$ cat src/rtl/alu_mul_seq_if.sv
// alu_mul_seq_if: requester-side handshake bundle for the multiply sequencer.
// master = CPU-side requester, slave = alu_mul_seq.
interface alu_mul_seq_if #(
  parameter int unsigned WIDTH = 16
) ();
  logic             start;
  logic [WIDTH-1:0] a;
  logic [WIDTH-1:0] b;
  logic             busy;
  logic             done;
  logic [WIDTH-1:0] product;
  logic             ovf;
  logic             zero;

  modport master (
    output start, a, b,
    input  busy, done, product, ovf, zero
  );

  modport slave (
    input  start, a, b,
    output busy, done, product, ovf, zero
  );
endinterface

$ cat src/rtl/alu_mul_seq.sv
// alu_mul_seq: unsigned multiplier that borrows the shared Hack ALU and runs an
// MSB-first shift-and-add loop (DBL doubles acc, ADD adds mcand when the
// current multiplier bit is set). Product is the low WIDTH bits of a*b.
// Optional feature: define ALU_MUL_OVF_EN to get a sticky unsigned overflow
// flag on req.ovf; otherwise req.ovf is tied low.
module alu_mul_seq #(
  parameter int unsigned WIDTH = 16
) (
  input  logic             clk,
  input  logic             rst_n,
  alu_mul_seq_if.slave     req,
  output logic [WIDTH-1:0] alu_x,
  output logic [WIDTH-1:0] alu_y,
  output logic             alu_zx,
  output logic             alu_nx,
  output logic             alu_zy,
  output logic             alu_ny,
  output logic             alu_f,
  output logic             alu_no,
  input  logic [WIDTH-1:0] alu_out,
  input  logic             alu_zr,
  input  logic             alu_ng
);

  localparam int unsigned CNT_W = (WIDTH > 1) ? $clog2(WIDTH) : 1;

  typedef enum logic [1:0] {
    IDLE = 2'd0,
    DBL  = 2'd1,
    ADD  = 2'd2,
    DONE = 2'd3
  } state_e;

  state_e             state_q, state_d;
  logic [WIDTH-1:0]   mcand_q, mcand_d;
  logic [WIDTH-1:0]   mplier_q, mplier_d;
  logic [WIDTH-1:0]   acc_q, acc_d;
  logic [CNT_W-1:0]   cnt_q, cnt_d;
  logic [WIDTH-1:0]   product_q, product_d;
  logic               zero_q, zero_d;
  logic               busy_c;
  logic               done_c;
  logic               bit_end;

  // Sign flag of the ALU has no role in unsigned multiply.
  logic alu_ng_unused;
  assign alu_ng_unused = alu_ng;

  // State and datapath registers.
  always_ff @(posedge clk or negedge rst_n) begin
    if (!rst_n) begin
      state_q   <= IDLE;
      mcand_q   <= '0;
      mplier_q  <= '0;
      acc_q     <= '0;
      cnt_q     <= '0;
      product_q <= '0;
      zero_q    <= 1'b1;
    end else begin
      state_q   <= state_d;
      mcand_q   <= mcand_d;
      mplier_q  <= mplier_d;
      acc_q     <= acc_d;
      cnt_q     <= cnt_d;
      product_q <= product_d;
      zero_q    <= zero_d;
    end
  end

  // Next-state, ALU control decode and handshake outputs.
  // The product is captured from alu_out on the final compute cycle so it is
  // already valid in the cycle where done is high.
  always_comb begin
    state_d   = state_q;
    mcand_d   = mcand_q;
    mplier_d  = mplier_q;
    acc_d     = acc_q;
    cnt_d     = cnt_q;
    product_d = product_q;
    zero_d    = zero_q;
    busy_c    = 1'b0;
    done_c    = 1'b0;
    bit_end   = 1'b0;
    alu_x     = '0;
    alu_y     = '0;
    // constant-zero function: zx nx zy ny f no = 101010
    alu_zx    = 1'b1;
    alu_nx    = 1'b0;
    alu_zy    = 1'b1;
    alu_ny    = 1'b0;
    alu_f     = 1'b1;
    alu_no    = 1'b0;

    unique case (state_q)
      IDLE: begin
        if (req.start) begin
          mcand_d  = req.a;
          mplier_d = req.b;
          acc_d    = '0;
          cnt_d    = CNT_W'(WIDTH - 1);
          state_d  = DBL;
        end
      end
      DBL: begin
        busy_c = 1'b1;
        alu_x  = acc_q;
        alu_y  = acc_q;
        alu_zx = 1'b0;
        alu_zy = 1'b0;
        acc_d  = alu_out;
        if (mplier_q[cnt_q]) begin
          state_d = ADD;
        end else begin
          bit_end = 1'b1;
        end
      end
      ADD: begin
        busy_c  = 1'b1;
        alu_x   = acc_q;
        alu_y   = mcand_q;
        alu_zx  = 1'b0;
        alu_zy  = 1'b0;
        acc_d   = alu_out;
        bit_end = 1'b1;
      end
      DONE: begin
        done_c  = 1'b1;
        state_d = IDLE;
      end
      default: state_d = IDLE;
    endcase

    if (bit_end) begin
      if (cnt_q == '0) begin
        state_d   = DONE;
        product_d = alu_out;
        zero_d    = alu_zr;
      end else begin
        cnt_d   = cnt_q - 1'b1;
        state_d = DBL;
      end
    end
  end

  assign req.busy    = busy_c;
  assign req.done    = done_c;
  assign req.product = product_q;
  assign req.zero    = zero_q;

`ifdef ALU_MUL_OVF_EN
  logic ovf_q, ovf_d;

  // Sticky overflow: doubling with the top bit set, or an add that wraps.
  always_comb begin
    ovf_d = ovf_q;
    if (state_q == IDLE && req.start) begin
      ovf_d = 1'b0;
    end else if (state_q == DBL && acc_q[WIDTH-1]) begin
      ovf_d = 1'b1;
    end else if (state_q == ADD && alu_out < acc_q) begin
      ovf_d = 1'b1;
    end
  end

  // Overflow flag register.
  always_ff @(posedge clk or negedge rst_n) begin
    if (!rst_n) begin
      ovf_q <= 1'b0;
    end else begin
      ovf_q <= ovf_d;
    end
  end

  assign req.ovf = ovf_q;
`else
  assign req.ovf = 1'b0;
`endif

endmodule

$ cat src/flat_wrapper.sv
// flat-port wrapper written by rule: the top's interface ports become plain ports
module alu_mul_seq_flat 
#(
  parameter int unsigned WIDTH = 16
)
  (clk, rst_n, alu_x, alu_y, alu_zx, alu_nx, alu_zy, alu_ny, alu_f, alu_no, alu_out, alu_zr, alu_ng, req_start, req_a, req_b, req_busy, req_done, req_product, req_ovf, req_zero);
  alu_mul_seq_if #(.WIDTH(WIDTH)) req_i ();
  input  logic clk;
  input  logic rst_n;
  output logic [WIDTH-1:0] alu_x;
  output logic [WIDTH-1:0] alu_y;
  output logic alu_zx;
  output logic alu_nx;
  output logic alu_zy;
  output logic alu_ny;
  output logic alu_f;
  output logic alu_no;
  input  logic [WIDTH-1:0] alu_out;
  input  logic alu_zr;
  input  logic alu_ng;
  input wire logic [$bits(req_i.start)-1:0] req_start;
  input wire logic [$bits(req_i.a)-1:0] req_a;
  input wire logic [$bits(req_i.b)-1:0] req_b;
  output wire logic [$bits(req_i.busy)-1:0] req_busy;
  output wire logic [$bits(req_i.done)-1:0] req_done;
  output wire logic [$bits(req_i.product)-1:0] req_product;
  output wire logic [$bits(req_i.ovf)-1:0] req_ovf;
  output wire logic [$bits(req_i.zero)-1:0] req_zero;
  assign req_i.start = req_start;
  assign req_i.a = req_a;
  assign req_i.b = req_b;
  assign req_busy = req_i.busy;
  assign req_done = req_i.done;
  assign req_product = req_i.product;
  assign req_ovf = req_i.ovf;
  assign req_zero = req_i.zero;
  alu_mul_seq #(.WIDTH(WIDTH)) u_core (.clk(clk), .rst_n(rst_n), .req(req_i), .alu_x(alu_x), .alu_y(alu_y), .alu_zx(alu_zx), .alu_nx(alu_nx), .alu_zy(alu_zy), .alu_ny(alu_ny), .alu_f(alu_f), .alu_no(alu_no), .alu_out(alu_out), .alu_zr(alu_zr), .alu_ng(alu_ng));
endmodule
$ cat config.mk
export PLATFORM = sky130hd
export DESIGN_NAME = alu_mul_seq_flat
export DESIGN_NICKNAME = d
export VERILOG_FILES = /design/src/rtl/alu_mul_seq_if.sv /design/src/rtl/alu_mul_seq.sv /design/src/flat_wrapper.sv
export SDC_FILE = /design/constraint.sdc
export NUM_CORES = 1
export LEC_CHECK = 0
export BUFFER_PORTS_ARGS = -buffer_cell sky130_fd_sc_hd__buf_2
export CAP_MARGIN = 30
export CORE_ASPECT_RATIO = 2
export CORE_MARGIN = 2
export CORE_UTILIZATION = 41
export CTS_CLUSTER_DIAMETER = 150
export DETAILED_ROUTE_END_ITERATION = 8
export PLACE_DENSITY = 0.66
export SYNTH_ARGS = -nofsm -noshare
export SYNTH_HDL_FRONTEND = slang
export SYNTH_SLANG_ARGS = --single-unit
$ cat constraint.sdc
create_clock -name clk -period 5.4 [get_ports clk]
set_clock_uncertainty 0.2 [all_clocks]
set_input_delay 0 -clock clk [delete_from_list [all_inputs] [get_ports clk]]
set_output_delay 0 -clock clk [all_outputs]
set_load 0.005 [all_outputs]
# Word level (Yosys, flattened, before mapping)
# Cells that the tools add are included.
# word_totals
input_bits	53
reg_bits	71
# classes
eq_ne	6
add_sub_neg	1
mux	20
magnitude_cmp	1
reduce_logical	9
# op_table
op	n
16-bit case mux with 2 select lines	2
16-bit two-way mux	2
4-bit two-way mux	4
2-bit two-way mux	4
2-bit case mux with 3 select lines	1
2-bit AND reduction	3
4-bit by 5-bit < comparator with 1-bit output (second input constant)	1
1-bit two-way mux	5
1-bit binary-select mux with 4-bit select	1
2-bit == test (second input constant)	2
4-bit zero test	1
4-bit nonzero test	1
4-bit by 1-bit subtractor with 4-bit output (second input constant)	1
3-bit by 1-bit != test with 1-bit output (second input constant)	1
3-bit by 2-bit != test with 1-bit output (second input constant)	1
3-bit AND reduction	1
2-bit by 1-bit == test with 1-bit output (second input constant)	1
2-bit zero test	1
2-bit != test (second input constant)	1
1-bit case mux with 2 select lines	1
2-bit nonzero test	1
2-bit OR reduction	1

# Depth between registers and ports, before layout
# Gate-level depths: netlist of run 1.
# logic_depth
word_depth	6
ltp_mapped	9
ltp_nobuf	7

# Worst setup path after synthesis of run 1
# Ideal clock, no wire load.
# synth_path
path_kind	flip-flop to flip-flop
start	register u_core.cnt_q[0]
end	register u_core.product_q[10] (netlist: u_core.req.product[10])
arrival_time_ps	2012
stages_incl_launch_ff	9
path_buffers	3
slack_ps	3063
synth_period_minus_slack_ps	2337
cell_sequence	dfrtp_1 buf_6 mux2i_1 mux4_2 a21oi_4 nand2b_4 buf_12 buf_12 mux2_4
# synth_between
elab_chain_cells	5
# synth_lines
element	line	source
start, declared	alu_mul_seq.sv:38	logic [CNT_W-1:0] cnt_q, cnt_d;
start signal, assigned	alu_mul_seq.sv:64	cnt_q <= cnt_d;
1-bit binary-select mux with 4-bit select	alu_mul_seq.sv:111	if (mplier_q[cnt_q]) begin
1-bit two-way mux (implied by the code)	alu_mul_seq.sv:111	
1-bit two-way mux	alu_mul_seq.sv:111	
1-bit case mux with 2 select lines	alu_mul_seq.sv:94	unique case (state_q)
2-bit AND reduction (no line) *	n/a	
end signal, assigned	alu_mul_seq.sv:65	product_q <= product_d;
end, declared	alu_mul_seq.sv:39	logic [WIDTH-1:0] product_q, product_d;
# Mark *: on every way between the ends. The rest lies on a longest branch, timed or not. The select of a mux whose other input is x is not followed.
# A chain may end at the register's enable or synchronous reset.

# Final worst setup path of run 1
# layout_path
start	register u_core.state_q[0]
end	register u_core.product_q[7] (netlist: u_core.req.product[7])
# layout_between
elab_chain_cells	3
# layout_lines
element	line	source
start, declared	alu_mul_seq.sv:34	state_e state_q, state_d;
start signal, assigned	alu_mul_seq.sv:60	state_q <= state_d;
2-bit == test / 2-bit by 1-bit == test with 1-bit output (equally long branches)	alu_mul_seq.sv:94	
1-bit case mux with 2 select lines *	alu_mul_seq.sv:94	
2-bit AND reduction (no line) *	n/a	
# Mark *: on every way between the ends. The rest lies on a longest branch, timed or not.

==> results of run 1 <==
[cell families after synthesis]
kind of cell,Yosys count,synth area share
flip-flops,71,0.527
multiplexers,63,0.223
AO/OA/AOI/OAI,49,0.115
AND/OR/NAND/NOR,35,0.0590
buffers and inverters,29,0.0527
adder cells (fa/ha/maj),5,0.0185
other,2,0.00223
XOR/XNOR,1,0.00260
[critical path: stages, from the launching register on]
cell and delay [ns]:
dfrtp_1 0.42, inv_1 0.09, ha_1 0.79, and2_1 0.78
a21oi_4 0.08, nand2b_4 0.35, mux2_4 0.37
[sequential cells by signal (all words and copies together) (netlist names)]
name / flops
u_core.req.product: 16
u_core.acc_q: 16
u_core.req.zero: 1
u_core.cnt_q: 4
u_core.state_q: 2
u_core.mplier_q: 16
u_core.mcand_q: 16
[placed cells by master (no fill, tap or decap), drive strengths merged, types with 2 or more instances in the layout]
cell / netlist / final
a21oi: 8 / 8
a22o: 30 / 30
and2: 18 / 18
buf: 15 / 107
clkbuf: 8 / 12
clkinv: 0 / 3
conb: 2 / 5
dfrtp: 70 / 70
dlygate4sd3: 0 / 51
ha: 5 / 5
inv: 6 / 6
mux2: 49 / 49
mux2i: 12 / 12
mux4: 2 / 2
nand2: 6 / 6
nand2b: 3 / 3
nand3: 2 / 2
nor2: 4 / 4
o21ai: 5 / 5
[final cells by class]
cell class / instances / area [µm²]
well taps: 96 / 120
clock inverters: 4 / 45.0
inverters: 6 / 22.5
clock buffers: 12 / 246
multi-input cells: 158 / 1430
repair buffers: 158 / 1050
fillers: 654 / 3250
flip-flops and latches: 71 / 1780
diodes: 1 / 2.50
[metrics by stage]
step,std cells,cell area [µm²],worst slack (ns),util
CTS,505,4690,2.19,0.591
finish,506,4700,2.20,0.591
detailed placement,438,3890,2.21,0.490
global placement,438,3890,2.27,0.490
floorplan,258,3380,3.06,-
global route,506,4700,2.00,0.591
[power by group through the flow]
stage	logic, mW	clock network, mW	registers (mW)
floorplan	0.764	0	0.845
global placement	1.03	0	0.897
detailed placement	1.05	0	0.906
CTS	1.09	0.596	0.899
global route	1.18	0.623	0.928
finish	1.08	0.579	0.901
[layer usage]
layer  global-route usage  routed length [µm]  share of wire
met2                0.326                4530           0.55
met5                    0                   0              0
met3               0.0512                 405          0.049
met4               0.0978                 213          0.026
met1                0.214                3080           0.37
[worst max-delay path by stage]
| stage | endpoint | startpoint | slack [ns] | cells past startpoint |
|---|---|---|---|---|
| 6_report | u_core.req.product[7] | u_core.state_q[0] | 2.20 | 6 |
| 3_5_place_dp | u_core.req.product[6] | u_core.state_q[0] | 2.21 | 6 |
| 3_3_place_gp | u_core.req.product[8] | u_core.state_q[0] | 2.27 | 6 |
| 2_1_floorplan | u_core.req.product[10] | u_core.cnt_q[0] | 3.06 | 8 |
| 4_1_cts | u_core.req.product[6] | u_core.state_q[0] | 2.19 | 6 |
| 5_1_grt | u_core.req.product[13] | u_core.state_q[0] | 2.00 | 6 |
==> run_results.csv, run 1 <==
group,metric,value,unit
outcome,outcome,"finished, final reports clean",
clock_network,clock_sinks,71,
die,die_h,132,µm
cells_and_area,drive_above_1_share,0.428,
timing,relSlewSlack,0.400,
yosys,synth_top_area_frac,0.519,
clock_network,htreeDepth,3,
yosys,netlist_area,3370,µm²
worst_setup_path,end_kind,"flip-flop",
power,combPwrFrac,0.422,
clock_network,cts_tree,"done",
yosys,avgSynthCellArea,13.2,µm²
placement,dp_hpwl,5580,µm
global_routing,grt_max_degree,72,
cells_and_area,nNetsFinal,462,
placement,place_congestion,0.759,
timing,setup_violations,0,
timing,fin_setup_tns,0,ns
timing,rsz0062_at_grt,"no",
drt,post-route-drc-count,0,
global_routing,grt_pass1_wl,12800,µm
placement,place.port_buffers,104,
power,switching_share,0.342,
timing,hold_viol_final,0,
global_routing,grt_pass1_vias,2601,
global_routing,grt_antenna_before_repair,1,
power,finalPower,2.56,mW
die,boundaryPins,111,
worst_setup_path,arrival,3.22,ns
yosys,netlist_top_cells_area,"dfrtp_1, mux2_2, a22o_1",
yosys,synth_commonest_cells,"dfrtp_1, mux2_2, a22o_1",
worst_setup_path,start_kind,"flip-flop",
yosys,ys_seq_area_frac,0.527,
global_routing,grt.overflow.total,0,
clock_network,cts_made_buffers,9,
drt,first_pass_iters,5,
die,start_util,0.425,
worst_setup_path,critical_path.reg2reg.endpoint,"u_core.req.product[7]",
clock_network,cts.clk_slew.worst_paths,0.05,ns
yosys,synth.distinct_cells,35,
yosys,synth_edf_count,0,
hold_path,hold_class,"input pin to asynchronous set/reset pin",
die,rows,46,
yosys,async_flop_share,1.00,
worst_setup_path,crit_fanout,24,
timing,worst_pin_slew,0.900,ns
worst_setup_path,rrSetupSlack,2.20,ns
power,leakagePower,2.33,nW
die,core_area,7940,µm²
yosys,synthFlopType,"dfrtp_1",
timing,fin_crit_sh,0.593,
drt,drt-total-wl,8230,µm
power,p_sw,0.876,mW
worst_setup_path,r2r-start,"u_core.state_q[0]",
die,die_w,68.1,µm
timing,layout_min_cycle_time,3.20,ns
worst_setup_path,reg2reg_depth,6,
yosys,yosys_warnings,0,
drt,wl_per_cell,16.3,µm
yosys,synth_cells,255,
timing,finalMaxSlewViolations,0,
job,maxCapViolCount,0,
clock_network,clock_path_buffers,2,
power,p_clk_frac,0.226,
drt,viasPerCell,5.09,
cells_and_area,area_growth,39.2,%
drt,ant_nets,0,
power,p_int,1.68,mW
timing,fmax,0.312,GHz
die,die-area,9010,µm²
yosys,yosysMostFrequentCell,"dfrtp_1",
global_routing,grt_usage,0.193,
power,p_seq_frac,0.352,
power,vdd_drop_max,319,µV
drt,drtIter0Drc,117,
worst_setup_path,critical_path_class,"flip-flop to flip-flop",
power,p_per_area,545,nW/µm²
worst_setup_path,cp.required,5.41,ns
yosys,ys_seq_elements,71,
yosys,yosys.area.top_type,"dfrtp_1",
clock_network,holdBufCountCts,51,
drt,vias,2576,
clock_network,clock_latency,0.33,ns
clock_network,post_cts_buffers,0,
clock_network,root_buffer,"clkbuf_16",
timing,fin_hold_ws,0.214,ns
clock_network,post_cts_resized,0,
No activity file was read; power rests on OpenSTA's default activity.
==> inputs of run 2 (changes only) <==
==> constraint.sdc (replaced) <==
create_clock -name clk -period 3.2 [get_ports clk]
set_clock_uncertainty 0.2 [all_clocks]
set_input_delay 0 -clock clk [delete_from_list [all_inputs] [get_ports clk]]
set_output_delay 0 -clock clk [all_outputs]
set_load 0.005 [all_outputs]
==> run_results.csv, run 2 (synthesized netlist as in run 1, its figures left out) <==
group,metric,value,unit
outcome,outcome,"finished, final reports clean",
cells_and_area,most-common-layout-cells,"buf_2, dfrtp_1, dlygate4sd3_1",
worst_setup_path,rrSetupSlack,0.56,ns
clock_network,cts_made_buffers,9,
die,core_area,7940,µm²
clock_network,post_cts_buffers,0,
global_routing,grt.overflow.total,0,
timing,layout_min_cycle_time,2.64,ns
cells_and_area,n_fill_cell,642,
clock_network,root_buffer,"clkbuf_16",
cells_and_area,final_common_cell,"buf_2",
global_routing,grt_pass1_wl,12700,µm
timing,hold_viol_final,0,
timing,fin_setup_tns,0,ns
drt,post-route-drc-count,0,
global_routing,grt_antenna_before_repair,0,
drt,viasPerCell,5.15,
die,rows,46,
drt,first_pass_iters,5,
power,leakagePower,2.34,nW
clock_network,clock_latency,0.32,ns
drt,wl_per_cell,16.3,µm
worst_setup_path,crit_family,"multiplexers",
global_routing,grt_pass1_vias,2627,
timing,worst_pin_slew,0.611,ns
timing,finalMaxSlewViolations,0,
global_routing,grt_usage,0.194,
clock_network,clock_sinks,71,
clock_network,cts_tree,"done",
die,die_h,132,µm
hold_path,hold_class,"input pin to asynchronous set/reset pin",
clock_network,cts.clk_slew.worst_paths,0.05,ns
clock_network,holdBufCountCts,52,
worst_setup_path,end_kind,"flip-flop",
die,start_util,0.425,
cells_and_area,area_growth,40.2,%
worst_setup_path,start_kind,"flip-flop",
timing,fmax,0.378,GHz
worst_setup_path,cp_slowest_cell,"dfrtp_1",
power,p_per_area,909,nW/µm²
die,boundaryPins,111,
global_routing,grt_max_degree,50,
worst_setup_path,critical_path_class,"flip-flop to flip-flop",
power,vdd_drop_max,480,µV
placement,place.port_buffers,104,
worst_setup_path,cp.required,3.20,ns
worst_setup_path,path_cells,"mux2i_1, mux4_2, a21oi_4, nand2b_4, mux2_2",
cells_and_area,diodes,0,
cells_and_area,final_area,4730,µm²
die,die-area,9010,µm²
placement,place_area,3930,µm²
worst_setup_path,crit_fanout,18,
cells_and_area,nNetsFinal,467,
timing,rsz0062_at_grt,"no",
drt,drt-total-wl,8280,µm
timing,relSlewSlack,0.592,
drt,vias,2609,
clock_network,clock_path_buffers,2,
timing,fin_crit_sh,0.826,
placement,place_congestion,0.771,
placement,dp_hpwl,5700,µm
clock_network,post_cts_resized,0,
worst_setup_path,arrival,2.64,ns
job,maxCapViolCount,0,
drt,drtIter0Drc,123,
cells_and_area,drive_above_1_share,0.428,
drt,ant_nets,0,
timing,setup_violations,0,
worst_setup_path,critPathBufInv,0,
worst_setup_path,slowest_delay,0.69,ns
die,die_w,68.1,µm
clock_network,htreeDepth,3,
## run 2: changes by cell type in the layout (fill, tap and decap cells not counted)
cell	delta
buf_12	+1
clkbuf_8	-1
clkinv_2	-2
buf_8	+1
dlygate4sd3_1	+1
diode_2	-1
buf_4	+2
## run 2: area by class of cell
class	instances	area [µm²]	share of cell area
inverters	6	22.5	0.00476
clock buffers	11	233	0.0492
repair buffers	163	1110	0.235
multi-input cells	158	1430	0.302
flip-flops and latches	71	1780	0.376
clock inverters	2	35.0	0.00741
well taps	96	120	0.0254
## run 2: metrics by stage
stage | setup slack [ns] | hold WS [ns] | cells | power [mW] | utilization
finish | 0.557 | 0.137 | 507 | 4.30 | 0.596
floorplan | 0.863 | -0.496 | 258 | 2.72 | -
detailed placement | 0.565 | -0.204 | 441 | 3.36 | 0.494
global placement | 0.606 | -0.209 | 441 | 3.31 | 0.494
global route | 0.446 | 0.202 | 507 | 4.60 | 0.596
CTS | 0.562 | 0.152 | 506 | 4.35 | 0.594
## run 2: final timing paths
path                                          end  cells after the start                  start
max in group asynchronous  u_core.req.product[15]                      4                  rst_n
min reg2reg                 u_core.req.product[1]                      1  u_core.req.product[1]
min in group clk                u_core.mcand_q[4]                      3               req_a[4]
max                         u_core.req.product[2]                      5        u_core.cnt_q[0]
min                              u_core.acc_q[11]                      3                  rst_n
max reg2reg                 u_core.req.product[2]                      5        u_core.cnt_q[0]
## run 2: power by group
| part | internal (mW) | total [mW] | switching [mW] | leakage (nW) |
|---|---|---|---|---|
| Sequential | 1.26 | 1.53 | 0.270 | 0.837 |
| Combinational | 0.991 | 1.85 | 0.860 | 1.38 |
| Clock | 0.588 | 0.916 | 0.328 | 0.131 |
## run 2: worst reg2reg max path, cell delays in order, from the launching register on
cell and delay, ns:
dfrtp_1 0.69, mux2i_1 0.14, mux4_2 0.54, a21oi_4 0.20, nand2b_4 0.37, mux2_2 0.39
## run 2: per-layer routing
layer	vias up	routed length (µm)	global-route usage
met5	-	0	0
li1	1213	-	-
met1	1277	3060	0.210
met3	24	369	0.0427
met4	0	246	0.0922
met2	95	4600	0.339
==> inputs of run 3 (changes only) <==
--- a/config.mk
+++ b/config.mk
@@ -5,6 +5,7 @@
 export SDC_FILE = /design/constraint.sdc
 export NUM_CORES = 1
 export LEC_CHECK = 0
+export ABC_AREA = 1
 export BUFFER_PORTS_ARGS = -buffer_cell sky130_fd_sc_hd__buf_2
 export CAP_MARGIN = 30
 export CORE_ASPECT_RATIO = 2
@@ -12,7 +13,7 @@
 export CORE_UTILIZATION = 41
 export CTS_CLUSTER_DIAMETER = 150
 export DETAILED_ROUTE_END_ITERATION = 8
-export PLACE_DENSITY = 0.66
+export PLACE_DENSITY = 0.65
 export SYNTH_ARGS = -nofsm -noshare
 export SYNTH_HDL_FRONTEND = slang
 export SYNTH_SLANG_ARGS = --single-unit
==> constraint.sdc (replaced) <==
create_clock -name clk -period 2.76 [get_ports clk]
set_clock_uncertainty 0.2 [all_clocks]
set_input_delay 0 -clock clk [delete_from_list [all_inputs] [get_ports clk]]
set_output_delay 0 -clock clk [all_outputs]
set_load 0.005 [all_outputs]
==> run_results.csv, run 3 <==
group,metric,value,unit
die,die_w,69.4,µm
placement,place_congestion,0.844,
clock_network,root_buffer,"clkbuf_16",
clock_network,htreeDepth,3,
die,boundaryPins,111,
worst_setup_path,cp.required,2.83,ns
outcome,outcome,"finished, final reports clean",
die,start_util,0.423,
die,die-area,9360,µm²
cells_and_area,drive_above_1_share,0.215,
yosys,synth_commonest_cells,"nand2_1, dfrtp_1, inv_1",
clock_network,cts_tree,"done",
yosys,async_flop_share,1.00,
placement,place.port_buffers,104,
worst_setup_path,crit_fanout,6,
power,p_per_area,1160,nW/µm²
drt,viasPerCell,4.96,
yosys,synthFlopType,"dfrtp_1",
yosys,synth_top_area_frac,0.499,
drt,post-route-drc-count,0,
power,leakagePower,2.74,nW
timing,setup_violations,0,
global_routing,grt.overflow.total,0,
yosys,yosys_warnings,0,
worst_setup_path,start_kind,"flip-flop",
clock_network,clock_latency,0.33,ns
timing,fmax,0.404,GHz
worst_setup_path,end_kind,"flip-flop",
clock_network,clock_sinks,71,
timing,fin_hold_ws,0.131,ns
yosys,yosysMostFrequentCell,"nand2_1",
yosys,netlist_top_cells_area,"dfrtp_1, nand2_1, o21ai_0",
global_routing,grt_max_degree,66,
clock_network,cts.clk_slew.worst_paths,0.06,ns
placement,place_ws,0.450,ns
cells_and_area,diodes,0,
cells_and_area,most-common-layout-cells,"nand2_1, buf_2, dlygate4sd3_1",
cells_and_area,final_common_cell,"nand2_1",
cells_and_area,layout.cells.non_filler,721,
timing,fin_crit_sh,0.897,
job,maxCapViolCount,0,
timing,worst_pin_slew,0.880,ns
placement,dp.cells,634,
timing,worst_slack,0.285,ns
timing,rsz0062_at_grt,"no",
die,core_area,8290,µm²
cells_and_area,area_growth,44.5,%
yosys,ys_seq_area_frac,0.506,
worst_setup_path,arrival,2.55,ns
drt,wl_per_cell,14.5,µm
yosys,ys_seq_elements,71,
drt,drt-total-wl,10400,µm
die,rows,47,
drt,ant_nets,0,
clock_network,post_cts_buffers,0,
clock_network,clock_path_buffers,2,
die,die_h,135,µm
placement,dp_hpwl,7080,µm
global_routing,grt_usage,0.233,
global_routing,grt_pass1_wl,17200,µm
timing,relSlewSlack,0.413,
clock_network,cts_made_buffers,9,
cells_and_area,nNetsFinal,676,
drt,first_pass_iters,4,
power,finalPower,5.90,mW
yosys,netlist_area,3510,µm²
yosys,avgSynthCellArea,7.73,µm²
yosys,synth_cells,454,
timing,hold_viol_final,0,
yosys,synth.distinct_cells,24,
timing,finalMaxSlewViolations,0,
drt,drtIter0Drc,229,
global_routing,grt_antenna_before_repair,0,
drt,vias,3578,
timing,fin_setup_tns,0,ns
global_routing,grt_pass1_vias,3596,
yosys,yosys.area.top_type,"dfrtp_1",
power,vdd_drop_max,664,µV
worst_setup_path,critical_path_class,"flip-flop to flip-flop",
yosys,synth_edf_count,0,
timing,layout_min_cycle_time,2.48,ns
hold_path,hold_class,"input pin to asynchronous set/reset pin",
run 3: changes by cell type in the layout (fill, tap and decap cells not counted), sizes merged, moves of 3 or more:
cell / before / now
nand2: 6 / 158
inv: 6 / 56
mux2: 49 / 0
o21ai: 5 / 54
nand3: 2 / 49
a22o: 30 / 0
dlygate4sd3: 52 / 71
and2: 18 / 0
nand4: 0 / 17
mux2i: 12 / 0
a21oi: 8 / 0
clkinv: 1 / 6
nand2b: 3 / 0
run 3: cell families after synthesis:
family | share of synthesized area
adders and majority gates | 0.0178
buffers and inverters | 0.106
AOI/OAI and AO/OA | 0.0816
DFF | 0.506
other | 0.00214
and+or+nand+nor | 0.286
run 3: final cells by class:
class | count | area (µm²)
well taps | 98 | 123
repair buffers | 182 | 1310
inverters | 57 | 214
fillers | 739 | 3220
clock buffers | 10 | 239
flip-flops and latches | 71 | 1780
multi-input cells | 297 | 1380
clock inverters | 6 | 36.3
run 3: final timing paths:
path	startpoint	endpoint	slack, ns	depth (start not counted)
worst max-delay path	u_core.state_q[1]	u_core.mcand_q[0]	0.28	8
worst min-delay path	rst_n	u_core.mcand_q[6]	0.13	2
worst max register to register	u_core.state_q[1]	u_core.mcand_q[0]	0.28	8
worst min register to register	u_core.req.zero	u_core.req.zero	0.27	2
max in group asynchronous	rst_n	u_core.req.zero	1.47	3
min in group clk	req_a[10]	u_core.mcand_q[10]	0.21	4
run 3: repair_timing:
item	4_1_cts	5_1_grt
hold endpoints to repair	102	0
hold buffers	71	0
gates resized for setup	0	0
run 3: metrics by stage:
stage	area, µm²	util
global placement	4090	0.493
CTS	5070	0.612
floorplan	3520	-
global route	5070	0.612
finish	5070	0.612
detailed placement	4090	0.493
run 3: per-layer routing:
layer  vias to the layer above  routed length, µm  track usage
met4                         0                265        0.110
met2                       127               5870        0.428
met5                         -                  0            0
li1                       1759                  -            -
met3                        24                439       0.0351
met1                      1668               3870        0.260
run 3: power breakdown:
part | internal, mW | switching (mW) | total (mW) | leakage (nW)
sequential | 1.56 | 0.303 | 1.86 | 0.841
clock | 0.627 | 0.438 | 1.06 | 0.138
combinational | 1.19 | 1.78 | 2.97 | 1.77
run 3: critical path, cell delays in order, from the launching register on:
cell	delay (ns)
dfrtp_1	0.41
inv_1	0.10
ha_2	0.18
nand2_1	0.06
inv_1	0.21
nand2_1	0.08
dlygate4sd3_1	0.57
nand2_1	0.06
dlygate4sd3_1	0.54
